<file path="config.mk">
export PLATFORM = sky130hd
export DESIGN_NAME = branch_resolve_unit
export DESIGN_NICKNAME = d
export VERILOG_FILES = /design/src/rtl/branch_resolve_unit_pkg.sv /design/src/rtl/branch_resolve_unit_comparator.sv /design/src/rtl/branch_resolve_unit.sv
export SDC_FILE = /design/constraint.sdc
export NUM_CORES = 1
export LEC_CHECK = 0
export CORE_ASPECT_RATIO = 0.6
export CORE_MARGIN = 4
export CORE_UTILIZATION = 54
export CTS_BUF_LIST = sky130_fd_sc_hd__clkbuf_8
export CTS_CLUSTER_DIAMETER = 60
export DETAILED_ROUTE_END_ITERATION = 8
export GPL_TIMING_DRIVEN = 0
export PLACE_DENSITY = 0.85
export SETUP_SLACK_MARGIN = 0.15
export SLEW_MARGIN = 20
export SYNTH_ARGS = -nofsm -noshare
export SYNTH_HDL_FRONTEND = slang
export SYNTH_SLANG_ARGS = --single-unit
</file>
<file path="constraint.sdc">
create_clock -name clk -period 6.2 [get_ports clk]
set_input_delay 0.62 -clock clk [delete_from_list [all_inputs] [get_ports clk]]
set_output_delay 0.62 -clock clk [all_outputs]
set_load 0.02 [all_outputs]
</file>
<file path="src/rtl/branch_resolve_unit_pkg.sv">
// risc_v_32i: shared RV32I constants, branch-select codes and resolve-unit state type
package risc_v_32i;
  localparam int REG_SIZE = 32;
  localparam int BRANCH_SEL_LENGTH = 3;
  localparam logic [BRANCH_SEL_LENGTH-1:0] OP_BEQ = 3'd0;
  localparam logic [BRANCH_SEL_LENGTH-1:0] OP_BNE = 3'd1;
  localparam logic [BRANCH_SEL_LENGTH-1:0] OP_BLT = 3'd2;
  localparam logic [BRANCH_SEL_LENGTH-1:0] OP_BGE = 3'd3;
  localparam logic [BRANCH_SEL_LENGTH-1:0] OP_BLTU = 3'd4;
  localparam logic [BRANCH_SEL_LENGTH-1:0] OP_BGEU = 3'd5;
  localparam logic [BRANCH_SEL_LENGTH-1:0] OP_BUNKNOWN = 3'd6;
  localparam logic [1:0] KIND_NONE = 2'd0;
  localparam logic [1:0] KIND_BRANCH = 2'd1;
  localparam logic [1:0] KIND_JAL = 2'd2;
  localparam logic [1:0] KIND_JALR = 2'd3;
  localparam logic [2:0] FUNCT3_BEQ = 3'b000;
  localparam logic [2:0] FUNCT3_BNE = 3'b001;
  localparam logic [2:0] FUNCT3_BLT = 3'b100;
  localparam logic [2:0] FUNCT3_BGE = 3'b101;
  localparam logic [2:0] FUNCT3_BLTU = 3'b110;
  localparam logic [2:0] FUNCT3_BGEU = 3'b111;
  typedef enum logic [1:0] {BRS_IDLE, BRS_EVAL, BRS_REDIRECT, BRS_FLUSH} brs_state_t;
endpackage

</file>
<file path="src/rtl/branch_resolve_unit_comparator.sv">
// Comparator: evaluates one branch condition between A and B; result[0] is the outcome
module Comparator
  import risc_v_32i::*;
(
  input  logic [BRANCH_SEL_LENGTH-1:0] sel,
  input  logic [REG_SIZE-1:0]          A,
  input  logic [REG_SIZE-1:0]          B,
  output logic [0:0]                   result
);
  logic eq, lt_s, lt_u;
  always_comb begin
    eq = A == B;
    lt_s = $signed(A) < $signed(B);
    lt_u = A < B;
    result[0] = sel == OP_BEQ  ? eq :
                sel == OP_BNE  ? !eq :
                sel == OP_BLT  ? lt_s :
                sel == OP_BGE  ? !lt_s :
                sel == OP_BLTU ? lt_u :
                sel == OP_BGEU ? !lt_u : 1'b0;
  end
endmodule

</file>
<file path="src/rtl/branch_resolve_unit.sv">
// branch_resolve_unit: execute-stage branch/jump resolution with held redirect,
// post-redirect flush window and JAL/JALR link value.
module branch_resolve_unit
  import risc_v_32i::*;
#(
  parameter int FLUSH_DEPTH = 2,
  parameter int CNT_WIDTH = 32
) (
  input  logic                 clk,
  input  logic                 rst,
  input  logic                 in_valid,
  output logic                 in_ready,
  input  logic [1:0]           in_kind,
  input  logic [2:0]           in_funct3,
  input  logic [REG_SIZE-1:0]  in_pc,
  input  logic [REG_SIZE-1:0]  in_imm,
  input  logic [REG_SIZE-1:0]  in_rs1,
  input  logic [REG_SIZE-1:0]  in_rs2,
  output logic                 redir_valid,
  input  logic                 redir_ready,
  output logic [REG_SIZE-1:0]  redir_pc,
  output logic                 link_valid,
  output logic [REG_SIZE-1:0]  link_data,
  output logic                 flush,
  output logic                 misalign_err,
  output logic [CNT_WIDTH-1:0] taken_count
);
  function automatic logic [BRANCH_SEL_LENGTH-1:0] decode_sel(input logic [2:0] f);
    return f == FUNCT3_BEQ  ? OP_BEQ :
           f == FUNCT3_BNE  ? OP_BNE :
           f == FUNCT3_BLT  ? OP_BLT :
           f == FUNCT3_BGE  ? OP_BGE :
           f == FUNCT3_BLTU ? OP_BLTU :
           f == FUNCT3_BGEU ? OP_BGEU : OP_BUNKNOWN;
  endfunction
  brs_state_t state_q, state_d;
  logic [REG_SIZE-1:0] pc_q, imm_q, rs1_q, rs2_q, jalr_sum, target;
  logic [1:0] kind_q;
  logic [BRANCH_SEL_LENGTH-1:0] sel_q;
  logic [2:0] flush_cnt_q, flush_cnt_d;
  logic [CNT_WIDTH-1:0] taken_count_q, taken_count_d;
  logic [0:0] cmp_result;
  logic taken, accept;
  Comparator u_cmp (.sel(sel_q), .A(rs1_q), .B(rs2_q), .result(cmp_result));
  assign accept = state_q == BRS_IDLE && in_valid && in_kind != KIND_NONE;
  assign jalr_sum = rs1_q + imm_q;
  assign target = kind_q == KIND_JALR ? {jalr_sum[REG_SIZE-1:1], 1'b0} : pc_q + imm_q;
  assign taken = (kind_q == KIND_BRANCH && cmp_result[0]) || kind_q == KIND_JAL || kind_q == KIND_JALR;
  assign in_ready = state_q == BRS_IDLE;
  assign redir_pc = redir_valid ? target : '0;
  assign link_data = link_valid ? pc_q + 32'd4 : '0;
  assign taken_count = taken_count_q;
  always_comb begin
    state_d = state_q;
    flush_cnt_d = flush_cnt_q;
    taken_count_d = taken_count_q;
    redir_valid = 1'b0;
    link_valid = 1'b0;
    misalign_err = 1'b0;
    flush = 1'b0;
    case (state_q)
      BRS_IDLE: state_d = accept ? BRS_EVAL : BRS_IDLE;
      BRS_EVAL: begin
        link_valid = kind_q == KIND_JAL || kind_q == KIND_JALR;
        misalign_err = taken && target[1:0] != 2'b00;
        redir_valid = taken && target[1:0] == 2'b00;
        state_d = !redir_valid ? BRS_IDLE : redir_ready ? BRS_FLUSH : BRS_REDIRECT;
      end
      BRS_REDIRECT: begin
        redir_valid = 1'b1;
        state_d = redir_ready ? BRS_FLUSH : BRS_REDIRECT;
      end
      BRS_FLUSH: begin
        flush = 1'b1;
        flush_cnt_d = flush_cnt_q - 3'd1;
        state_d = flush_cnt_q == 3'd0 ? BRS_IDLE : BRS_FLUSH;
      end
      default: state_d = BRS_IDLE;
    endcase
    // The handshake arms the flush window; the counter counts down the remaining cycles.
    if (redir_valid && redir_ready) begin
      taken_count_d = taken_count_q + CNT_WIDTH'(1);
      flush_cnt_d = 3'(FLUSH_DEPTH - 1);
    end
  end
  always_ff @(posedge clk or posedge rst) begin
    if (rst) begin
      state_q <= BRS_IDLE;
      pc_q <= '0;
      imm_q <= '0;
      rs1_q <= '0;
      rs2_q <= '0;
      kind_q <= KIND_NONE;
      sel_q <= '0;
      flush_cnt_q <= '0;
      taken_count_q <= '0;
    end else begin
      state_q <= state_d;
      flush_cnt_q <= flush_cnt_d;
      taken_count_q <= taken_count_d;
      if (accept) begin
        pc_q <= in_pc;
        imm_q <= in_imm;
        rs1_q <= in_rs1;
        rs2_q <= in_rs2;
        kind_q <= in_kind;
        sel_q <= decode_sel(in_funct3);
      end
    end
  end
endmodule
</file>
== After elaboration in Yosys (flattened, before gate mapping) ==
Cells that the tools add are included.
Word-level totals
  register bits after elaboration: 170
  output and inout bits: 101
  word-level logic and storage cells: 79
Operators by class
  add/sub/neg operators: 5
  magnitude comparators: 2
  equal/unequal tests: 17
  multiplexer cells: 26
  reduce and logical (&&, ||, !) cells: 20
Operators with widths (count)
  two-way mux 32 bit: 3
  adder 32 bit: 2
  < comparator 32 bit: 2
  adder 32 x 1 -> 32 bit (second input constant): 1
  adder 32 x 3 -> 32 bit (second input constant): 1
  equality test 32 bit: 1
  equality test 3 bit (second input constant): 6
  two-way mux 3 bit: 6
  two-way mux 1 bit: 11
  zero test 3 bit: 3
  equality test 2 bit (second input constant): 4
  two-way mux 2 bit: 4
  one-hot mux 2 bit (4 select lines): 1
  equality test 3 x 1 -> 1 bit (second input constant): 2
  equality test 3 x 2 -> 1 bit (second input constant): 2
  logical AND 1 bit: 6
  nonzero test 2 bit: 3
  equality test 2 x 1 -> 1 bit (second input constant): 2
  zero test 2 bit: 2
  zero test 1 bit: 3
  logical OR 1 bit: 3
  subtractor 3 x 1 -> 3 bit (second input constant): 1
  one-hot mux 1 bit (2 select lines): 1

== Logic depth before layout (Yosys ltp) ==
Gate-level depths: netlist (run 1).
  depth after elaboration: 15
  depth in mapped cells: 13

== Hierarchy ==
From an unflattened synthesis (run 1), not the netlist that was laid out.
Second synthesis, totals
  cell total of the unflattened synthesis: 1194
  area, all modules: 11672.4 um2
By module, submodules not included
  branch_resolve_unit: times used 1, cells an instance 1068, area an instance 10752.8 um2
  Comparator: times used 1, cells an instance 126, area an instance 919.6 um2

== Least setup slack after synthesis (run 1) ==
OpenSTA, ideal clock, no wires.
  path kind: flip-flop to output port
  from: register rs1_q[23]
  to: output redir_pc[31]
  arrival time: 2941 ps
  data required time: 5580 ps
  slack: 2639 ps
  stages on the path, launching flop included: 11
  cells stage by stage: dfrtp_1 ha_1 nand4_1 nor4_4 a2111oi_1 nand3b_4 or3b_1 a41o_1 buf_6 buf_2 a221oi_1
On the way
  cells in the longest elaborated chain, start to end: 14
  elaborated cells between the ends (all ways): 20
Ends and longest elaborated chain
  from (decl): line branch_resolve_unit.sv:37  | logic [REG_SIZE-1:0] pc_q, imm_q, rs1_q, rs2_q, jalr_sum, target;
  from (signal assigned): line branch_resolve_unit.sv:104  | rs1_q <= in_rs1;
  < comparator 32 bit: line branch_resolve_unit_comparator.sv:14  | lt_u = A < B;
  zero test 1 bit: line branch_resolve_unit_comparator.sv:20  | sel == OP_BGEU ? !lt_u : 1'b0;
  two-way mux 1 bit: line branch_resolve_unit_comparator.sv:20
  two-way mux 1 bit: line branch_resolve_unit_comparator.sv:19  | sel == OP_BLTU ? lt_u :
  two-way mux 1 bit: line branch_resolve_unit_comparator.sv:18  | sel == OP_BGE ? !lt_s :
  two-way mux 1 bit: line branch_resolve_unit_comparator.sv:17  | sel == OP_BLT ? lt_s :
  two-way mux 1 bit: line branch_resolve_unit_comparator.sv:16  | sel == OP_BNE ? !eq :
  two-way mux 1 bit: line branch_resolve_unit_comparator.sv:15  | result[0] = sel == OP_BEQ ? eq :
  logical AND 1 bit: line branch_resolve_unit.sv:48  | assign taken = (kind_q == KIND_BRANCH && cmp_result[0]) || kind_q == KIND_JAL || kind_q == KIND_JALR;
  logical OR 1 bit (2 in series): line branch_resolve_unit.sv:48
  logical AND 1 bit: line branch_resolve_unit.sv:66  | redir_valid = taken && target[1:0] == 2'b00;
  one-hot mux 1 bit (2 select lines): line branch_resolve_unit.sv:61  | case (state_q)
  two-way mux 32 bit (*): line branch_resolve_unit.sv:50  | assign redir_pc = redir_valid ? target : '0;
  to (decl): line branch_resolve_unit.sv:21  | output logic [REG_SIZE-1:0] redir_pc,
Every way passes the cells marked *; elsewhere a longest branch is shown, timed or not.

== Worst setup path in the final report (run 1) ==
  from: register rs1_q[31]
  to: output redir_pc[20]
On the way
  cells in the longest elaborated chain, start to end: 14
  elaborated cells between the ends (all ways): 18
Ends and longest elaborated chain (line)
  < comparator 32 bit: branch_resolve_unit_comparator.sv:14
  zero test 1 bit: branch_resolve_unit_comparator.sv:20
  two-way mux 1 bit: branch_resolve_unit_comparator.sv:20
  two-way mux 1 bit: branch_resolve_unit_comparator.sv:19
  two-way mux 1 bit: branch_resolve_unit_comparator.sv:18
  two-way mux 1 bit: branch_resolve_unit_comparator.sv:17
  two-way mux 1 bit: branch_resolve_unit_comparator.sv:16
  two-way mux 1 bit (*): branch_resolve_unit_comparator.sv:15
  logical AND 1 bit (*): branch_resolve_unit.sv:48
  logical OR 1 bit (*) (2 in series): branch_resolve_unit.sv:48
  logical AND 1 bit (*): branch_resolve_unit.sv:66
  one-hot mux 1 bit (2 select lines) (*): branch_resolve_unit.sv:61
  two-way mux 32 bit (*): branch_resolve_unit.sv:50
Marks and branches as above.

==> impl_metrics.csv, run 1 <==
group,metric,value,unit
pwr,seqPwrFrac,24.9,%
pwr,clkPwrFrac,11.1,%
synth,synth-edff-count,0,
placed_design,gp_congestion,0.926,
layout,final_common_cell,"clkdlybuf4s50_1",
clocking,cts_max_level,4,
clocking,cts.repair.resized,0,
die,die_h,123,microns
timing,max_freq,183,MHz
synth,yosysTopAreaCell,"dfrtp_1",
critical_path,critPathKind,"flop to output port",
global_routing,grt_pass1_wl,54800,microns
timing,worst_pin_slew,0.947,ns
layout,layout_common_cells,"237 x clkdlybuf4s50_1, 170 x dfrtp_1, 132 x mux2_2",
timing,finalHoldViolCount,0,
synth,ys_types,66,
detailed_routing,first_iter_violations,888,
detailed_routing,vias,10700,
timing,tns,0,ns
global_routing,antenna_found_initial,0,
clocking,clockBufferDepth,2,
clocking,cts_num_sinks,170,
timing,layout_setup_ws,0.744,ns
timing,fin_crit_sh,88.0,%
critical_path,cp-end-kind,"output port",
critical_path,reg2reg_from,"rs1_q[31]",
synth,ys.flop_type,"dfrtp_1",
status,outcome,"finished, final reports clean",
layout,num_antenna_cells,0,
placed_design,numPortBuffers,237,
clocking,clkTransAtPathRegs,0.10,ns
layout,drive_gt1_share,12.9,%
synth,yosys_register_bits,170,
run,max_cap_viol_count,0,
layout,nets,1738,
die,fp.coreArea,0.0213,sq mm
detailed_routing,viasPerCell,5.99,
worst_hold_path,worstHoldStart,"taken_count[21]",
timing,grt_setup_unrepaired,"no",
critical_path,r2r-end,"taken_count[10]",
timing,slew_headroom,36.9,%
die,dieArea,0.0246,sq mm
clocking,clk_latency,0.49,ns
critical_path,cp.required,5.58,ns
detailed_routing,drt-pass1-iter-count,8,
worst_hold_path,holdPathStages,1,
timing,drv_slew,0,
pwr,power,8010,uW
clocking,cts_tree,"yes",
detailed_routing,ant_nets,0,
synth,syn_area_per_cell,9.59,sq um
synth,ys_top_cells_by_area,"dfrtp_1 36%, mux2_2 12%, ha_1 11%",
die,die_w,200,microns
layout,syn2layout_area_growth,26.8,%
worst_hold_path,hold_end,"taken_count[21]",
synth,yosysSeqAreaShare,35.8,%
die,num_rows,41,
die,initial_core_util,55.8,%
pwr,p_switching,3750,uW
timing,setup_viol,0,
clocking,postCtsHoldBufs,0,
synth,syn_area,0.0119,sq mm
synth,async_flop_share,100,%
die,io_pins,238,
critical_path,critPathMaxFanout,10,
global_routing,grt_pass1_vias,10100,
clocking,numCtsBuffers,17,
pwr,cell_internal_pwr,4260,uW
synth,synthCells,1241,
timing,period_needed,5.46,ns
pwr,combPwrFrac,63.9,%
worst_hold_path,min_path_type,"flop to flop",
synth,yosysWarnings,0,
timing,skew,0.0132,ns
detailed_routing,totalWireLength,35600,microns
clocking,post_cts_buffers,0,
critical_path,start_kind,"flop",
synth,synth_top_area_share,35.8,%
global_routing,grt_overflow,0,
global_routing,grtUsageTotal,28.7,%
detailed_routing,drc,0,
critical_path,r2r_slack,2.54,ns
global_routing,grt_max_degree,90,
placed_design,dp_slack,1.40,ns
placed_design,dpl.hpwl,28100,microns
critical_path,ff2ff_path_depth,11,
critical_path,arrival,4.84,ns
synth,syn-num-nets,1481,
pwr,powerDensity,531,mW/mm^2
clocking,root_buffer,"clkbuf_8",
pwr,switching_share,46.8,%
pwr,max-vdd-ir-drop,0.291,mV
detailed_routing,routedWlPerCell,19.9,microns
pwr,leakagePower,0.00655,uW
==> layer usage <==
| metal | vias up | track usage, % | share of wire (%) |
|---|---|---|---|
| met1 | 5198 | 43.5 | 47 |
| met2 | 474 | 41.7 | 42 |
| li1 | 5007 | - | - |
| met3 | 47 | 6.43 | 8.8 |
| met5 | - | 0 | 0 |
| met4 | 0 | 6.87 | 2.1 |
==> per-stage QoR <==
| step | hold slack (ns) | utilization, % | cell area, sq um | cells |
|---|---|---|---|---|
| 3_3_place_gp | 0.458 | 68.5 | 14600 | 1757 |
| 5_1_grt | 0.509 | 70.7 | 15100 | 1790 |
| 6_report | 0.496 | 70.7 | 15100 | 1790 |
| 3_5_place_dp | 0.475 | 68.7 | 14700 | 1758 |
| 4_1_cts | 0.495 | 70.7 | 15100 | 1790 |
| 2_1_floorplan | 0.479 | - | 11900 | 1241 |
==> power by group through the flow <==
stage / Sequential [uW] / Combinational (uW) / Clock [uW]
after global routing: 2050 / 5660 / 946
after global placement: 1990 / 4830 / 0
after detailed placement: 2010 / 4980 / 0
after CTS: 1990 / 5040 / 902
final: 2000 / 5120 / 893
after floorplan: 1850 / 3810 / 0
==> how the worst max path moves through the flow <==
stage | start | endpoint | slack [ns]
final | rs1_q[31] | redir_pc[20] | 0.74
after global routing | rs1_q[31] | redir_pc[20] | 0.50
after CTS | rs1_q[31] | redir_pc[20] | 0.79
after detailed placement | rs1_q[31] | redir_pc[18] | 1.40
after global placement | rst | pc_q[4] | -1.35
after floorplan | rst | flush_cnt_q[0] | 0.98
==> state kept, by name (all words and copies together), names as in the netlist <==
name and cells:
imm_q 32, pc_q 32, rs1_q 32, rs2_q 32, taken_count 32, flush_cnt_q 3, sel_q 3, kind_q 2
state_q 2
==> cells in the mapped netlist (all sizes together) (30+ instances only) <==
cell,number
clkbuf,30
inv,66
mux2,132
ha,101
xor2,49
nand2,94
o21ai,53
nor2,82
dfrtp,170
a21oi,100
nand3,31
xnor2,47
==> worst max-delay path, cell delays in order, from the launching register on <==
cell and delay, ns:
dfrtp_1 0.43, ha_1 0.47, nand4_4 0.19, nor4_1 0.60, o31a_1 0.29, nor2_1 0.08
or3b_1 0.41, a41o_1 0.25, buf_6 0.15, buf_2 0.24, buf_2 0.24, a21oi_1 0.33
clkdlybuf4s50_1 0.68
==> final cells by class <==
cell class,count,area [sq um]
Buffer,38,168
Clock buffer,18,248
Clock inverter,14,181
Fill cell,1643,6260
Inverter,66,255
Multi-Input combinational cell,967,7230
Sequential cell,170,4250
Tap cell,279,349
Timing Repair Buffer,238,2400
==> logic make-up (layout without fill, tap and decap cells) <==
| group | after synthesis | after routing | synth area share, % |
|---|---|---|---|
| xor+xnor | 96 | 96 | 7.07 |
| buf+inv | 104 | 374 | 3.49 |
| simple gates | 375 | 375 | 16.7 |
| compound gates | 258 | 258 | 13.3 |
| flops | 170 | 170 | 35.8 |
| mux | 135 | 135 | 12.7 |
| fa+ha+maj | 103 | 103 | 11.0 |
Note: power is estimated with default switching activity, not from simulation.
==> run 2: changes to the inputs <==
--- a/config.mk
+++ b/config.mk
@@ -5,15 +5,17 @@
 export SDC_FILE = /design/constraint.sdc
 export NUM_CORES = 1
 export LEC_CHECK = 0
+export ABC_AREA = 1
 export CORE_ASPECT_RATIO = 0.6
 export CORE_MARGIN = 4
-export CORE_UTILIZATION = 54
+export CORE_UTILIZATION = 55
 export CTS_BUF_LIST = sky130_fd_sc_hd__clkbuf_8
 export CTS_CLUSTER_DIAMETER = 60
 export DETAILED_ROUTE_END_ITERATION = 8
 export GPL_TIMING_DRIVEN = 0
-export PLACE_DENSITY = 0.85
+export PLACE_DENSITY = 0.86
 export SETUP_SLACK_MARGIN = 0.15
+export SKIP_LAST_GASP = 1
 export SLEW_MARGIN = 20
 export SYNTH_ARGS = -nofsm -noshare
 export SYNTH_HDL_FRONTEND = slang
==> run 2 against run 1 <==
  * Area after synthesis rose by 4.8%
  * Final area is 4.1% higher
  * Worst setup slack improved by 0.36 ns
  * Critical path type unchanged
  * Sequential power down 22%
  * Combinational power fell by 51%
  * Die area grew 2.7%
  * Fmax rose by 7.1%
  * Largest power group unchanged
  * Non-clock buffer count grew 13
  * Clock power increased by 2%
  * Final cell count up 33%
  * Highest routed layer unchanged
==> impl_metrics.csv, run 2 <==
group,metric,value,unit
layout,drive_gt1_share,3.23,%
clocking,post_cts_buffers,0,
pwr,p_switching,2320,uW
synth,synth_xor_area_share,3.37,%
critical_path,cpLargestDelayFamily,"simple AND/OR/NAND/NOR gates",
clocking,numCtsBuffers,17,
pwr,combPwrFrac,50.3,%
die,io_pins,238,
critical_path,r2r_slack,2.92,ns
placed_design,numPortBuffers,236,
critical_path,path_cells,"ha_1, nand2_1, nor3_2, nand2_1, nor2_2, nand2_1, nand2_1, nand2_1, nand3_1, nand2_1, nand2_1, nand2_1, nand2_1, nand2_1, nand2_1, nand2_2, nand2_4, nand2_2, buf_6, a21oi_1, clkdlybuf4s50_1",
layout,layout_common_cells,"600 x nand2_1, 236 x clkdlybuf4s50_1, 187 x inv_1",
synth,ys_top_cells_by_area,"dfrtp_1 34%, nand2_1 18%, ha_1 10%",
clocking,cts_max_level,4,
critical_path,arrival,4.48,ns
synth,synth_common_cells,"600 x nand2_1, 188 x inv_1, 170 x dfrtp_1",
pwr,cell_internal_pwr,2660,uW
synth,yosys_register_bits,170,
synth,synth-edff-count,0,
synth,synthMuxAreaShare,0,%
global_routing,grt_pass1_wl,68600,microns
synth,synth-simple-area-share,30.0,%
critical_path,critPathSlowestCell,"clkdlybuf4s50_1",
detailed_routing,vias,13600,
layout,num_antenna_cells,0,
layout,syn2layout_area_growth,25.9,%
timing,setup_viol,0,
synth,yosysTopAreaCell,"dfrtp_1",
detailed_routing,totalWireLength,44800,microns
pwr,switching_share,46.6,%
detailed_routing,drc,0,
die,fp.coreArea,0.0222,sq mm
layout,finalNonFillerCells,2381,
detailed_routing,met1_length,20500,microns
pwr,powerDensity,317,mW/mm^2
critical_path,critPathMaxFanout,10,
clocking,clkTransAtPathRegs,0.10,ns
layout,nets,2300,
synth,synth_top_family_by_area,"simple AND/OR/NAND/NOR gates",
status,outcome,"finished, final reports clean",
synth,async_flop_share,100,%
clocking,cts.repair.resized,0,
critical_path,critPathMaxStageDelay,0.67,ns
synth,synth_adder_area_share,10.5,%
layout,multi_input_area,0.00725,sq mm
die,die_w,202,microns
placed_design,gp_congestion,0.995,
timing,holdWs,0.522,ns
global_routing,grt_pass1_vias,12300,
critical_path,reg2reg_from,"rs1_q[31]",
critical_path,cp-end-kind,"output port",
timing,skew,0.0147,ns
detailed_routing,top_layer,"met4",
critical_path,path_depth,21,
critical_path,worstSetupStartpoint,"rs1_q[31]",
timing,finalHoldViolCount,0,
synth,syn_area,0.0125,sq mm
placed_design,dpl.hpwl,35900,microns
timing,slew_headroom,32.3,%
synth,yosysMostFrequentCell,"nand2_1",
layout,num-fill-cells,1869,
synth,synth-compound-area-share,14.4,%
critical_path,crit_top_cell,"nand2_1",
detailed_routing,wl_met3,6620,microns
timing,grt_setup_unrepaired,"no",
critical_path,start_kind,"flop",
die,die_h,125,microns
die,initial_core_util,56.2,%
critical_path,worst-path-buf-inv,2,
synth,synthCells,1804,
timing,fin_crit_sh,82.2,%
timing,worst_pin_slew,1.01,ns
synth,yosysSeqAreaShare,34.1,%
detailed_routing,ant_nets,0,
pwr,max-vdd-ir-drop,0.212,mV
synth,yosysWarnings,0,
detailed_routing,route.met2.wl,17100,microns
run,max_cap_viol_count,0,
clocking,cts_tree,"yes",
layout,final_common_cell,"nand2_1",
pwr,clkPwrFrac,18.3,%
die,num_rows,42,
synth,ys_types,48,
die,dieArea,0.0252,sq mm
synth,syn_area_per_cell,6.91,sq um
clocking,postCtsHoldBufs,0,
global_routing,grtUsageTotal,34.7,%
layout,regArea,0.00425,sq mm
critical_path,critPathKind,"flop to output port",
critical_path,cp-endpoint,"redir_pc[23]",
detailed_routing,first_iter_violations,1614,
worst_hold_path,holdPathStages,2,
pwr,seqPwrFrac,31.4,%
clocking,clk_latency,0.52,ns
detailed_routing,viasPerCell,5.71,
synth,ys.flop_type,"dfrtp_1",
clocking,clockBufferDepth,2,
clocking,cts_num_sinks,170,
detailed_routing,drt-pass1-iter-count,6,
worst_hold_path,min_path_type,"flop to flop",
critical_path,r2r-end,"taken_count[16]",
timing,max_freq,196,MHz
synth,synth_top_area_share,34.1,%
global_routing,antenna_found_initial,0,
pwr,leakagePower,0.00779,uW
global_routing,grt_max_degree,102,
clocking,root_buffer,"clkbuf_8",
critical_path,cp.required,5.58,ns
critical_path,ff2ff_path_depth,21,
placed_design,placed_cells,2349,
detailed_routing,routedWlPerCell,18.8,microns
timing,period_needed,5.10,ns
global_routing,grt_overflow,0,
timing,drv_slew,0,
synth,syn-num-nets,2044,
## run 2: changes by cell type after synthesis, sizes merged, moves of 19 or more
cell	previous run	this run
xor2	49	27
xnor2	47	21
mux2	132	0
nand4	21	51
o21ai	53	145
inv	66	189
nor2	82	156
and3	19	0
a21oi	100	147
nand2	94	603
## run 2: power by group through the flow
stage          combinational [uW]  sequential [uW]  clock [uW]
6_report                     2500             1560         912
5_1_grt                      2800             1580         974
4_1_cts                      2450             1550         914
3_5_place_dp                 2420             1570           0
3_3_place_gp                 2360             1570           0
2_1_floorplan                1730             1490           0
## run 2: cells by family (layout without fill, tap and decap cells)
| logic type | count (synthesis) | after routing |
|---|---|---|
| AOI/OAI and AO/OA | 335 | 335 |
| buffers and inverters | 244 | 513 |
| DFF | 170 | 170 |
| xor gates and xnor gates | 48 | 48 |
| and+or+nand+nor | 904 | 904 |
| adders and majority gates | 103 | 103 |
## run 2: layout make-up
cell class | count | area share (%)
repair buffers | 237 | 15.2
clock buffers | 19 | 1.67
flip-flops and latches | 170 | 27.1
clock inverters | 13 | 1.17
plain buffers | 52 | 1.53
well taps | 308 | 2.46
multi-input cells | 1390 | 46.2
inverters | 192 | 4.64
## run 2: worst min path at each step
stage / start / slack (ns) / end
after global routing: kind_q[0] / 0.55 / kind_q[0]
after CTS: rs2_q[0] / 0.52 / rs2_q[0]
after global placement: rs2_q[0] / 0.48 / rs2_q[0]
after detailed placement: rs2_q[0] / 0.49 / rs2_q[0]
after floorplan: rs2_q[0] / 0.45 / rs2_q[0]
final: kind_q[0] / 0.52 / kind_q[0]
## run 2: worst register-to-register path, delay by kind of cell (launching register included)
family | cells | cell delay, ns
adder cells (fa/ha/maj) | 1 | 0.44
flip-flops | 1 | 0.44
AND/OR/NAND/NOR | 19 | 2.07
buffers and inverters | 1 | 0.23
## run 2: through the flow
stage                     power, uW  setup WS [ns]  cell area [sq um]  TNS (ns)  utilization (%)
after global placement         3920          -1.37              15200   -228.45             68.6
after detailed placement       3990           1.81              15300         0             68.8
final                          4980           1.10              15700         0             70.8
after global routing           5350          0.910              15700         0             70.8
after floorplan                3220          0.977              12500         0                -
after CTS                      4910           1.22              15700         0             70.8
## run 2: metal layers
metal  vias up  global-route usage [%]
met2       824                    45.3
met3        52                    14.1
met5         -                       0
met4         0                    5.78
met1      6279                    53.7
li1       6433                       -
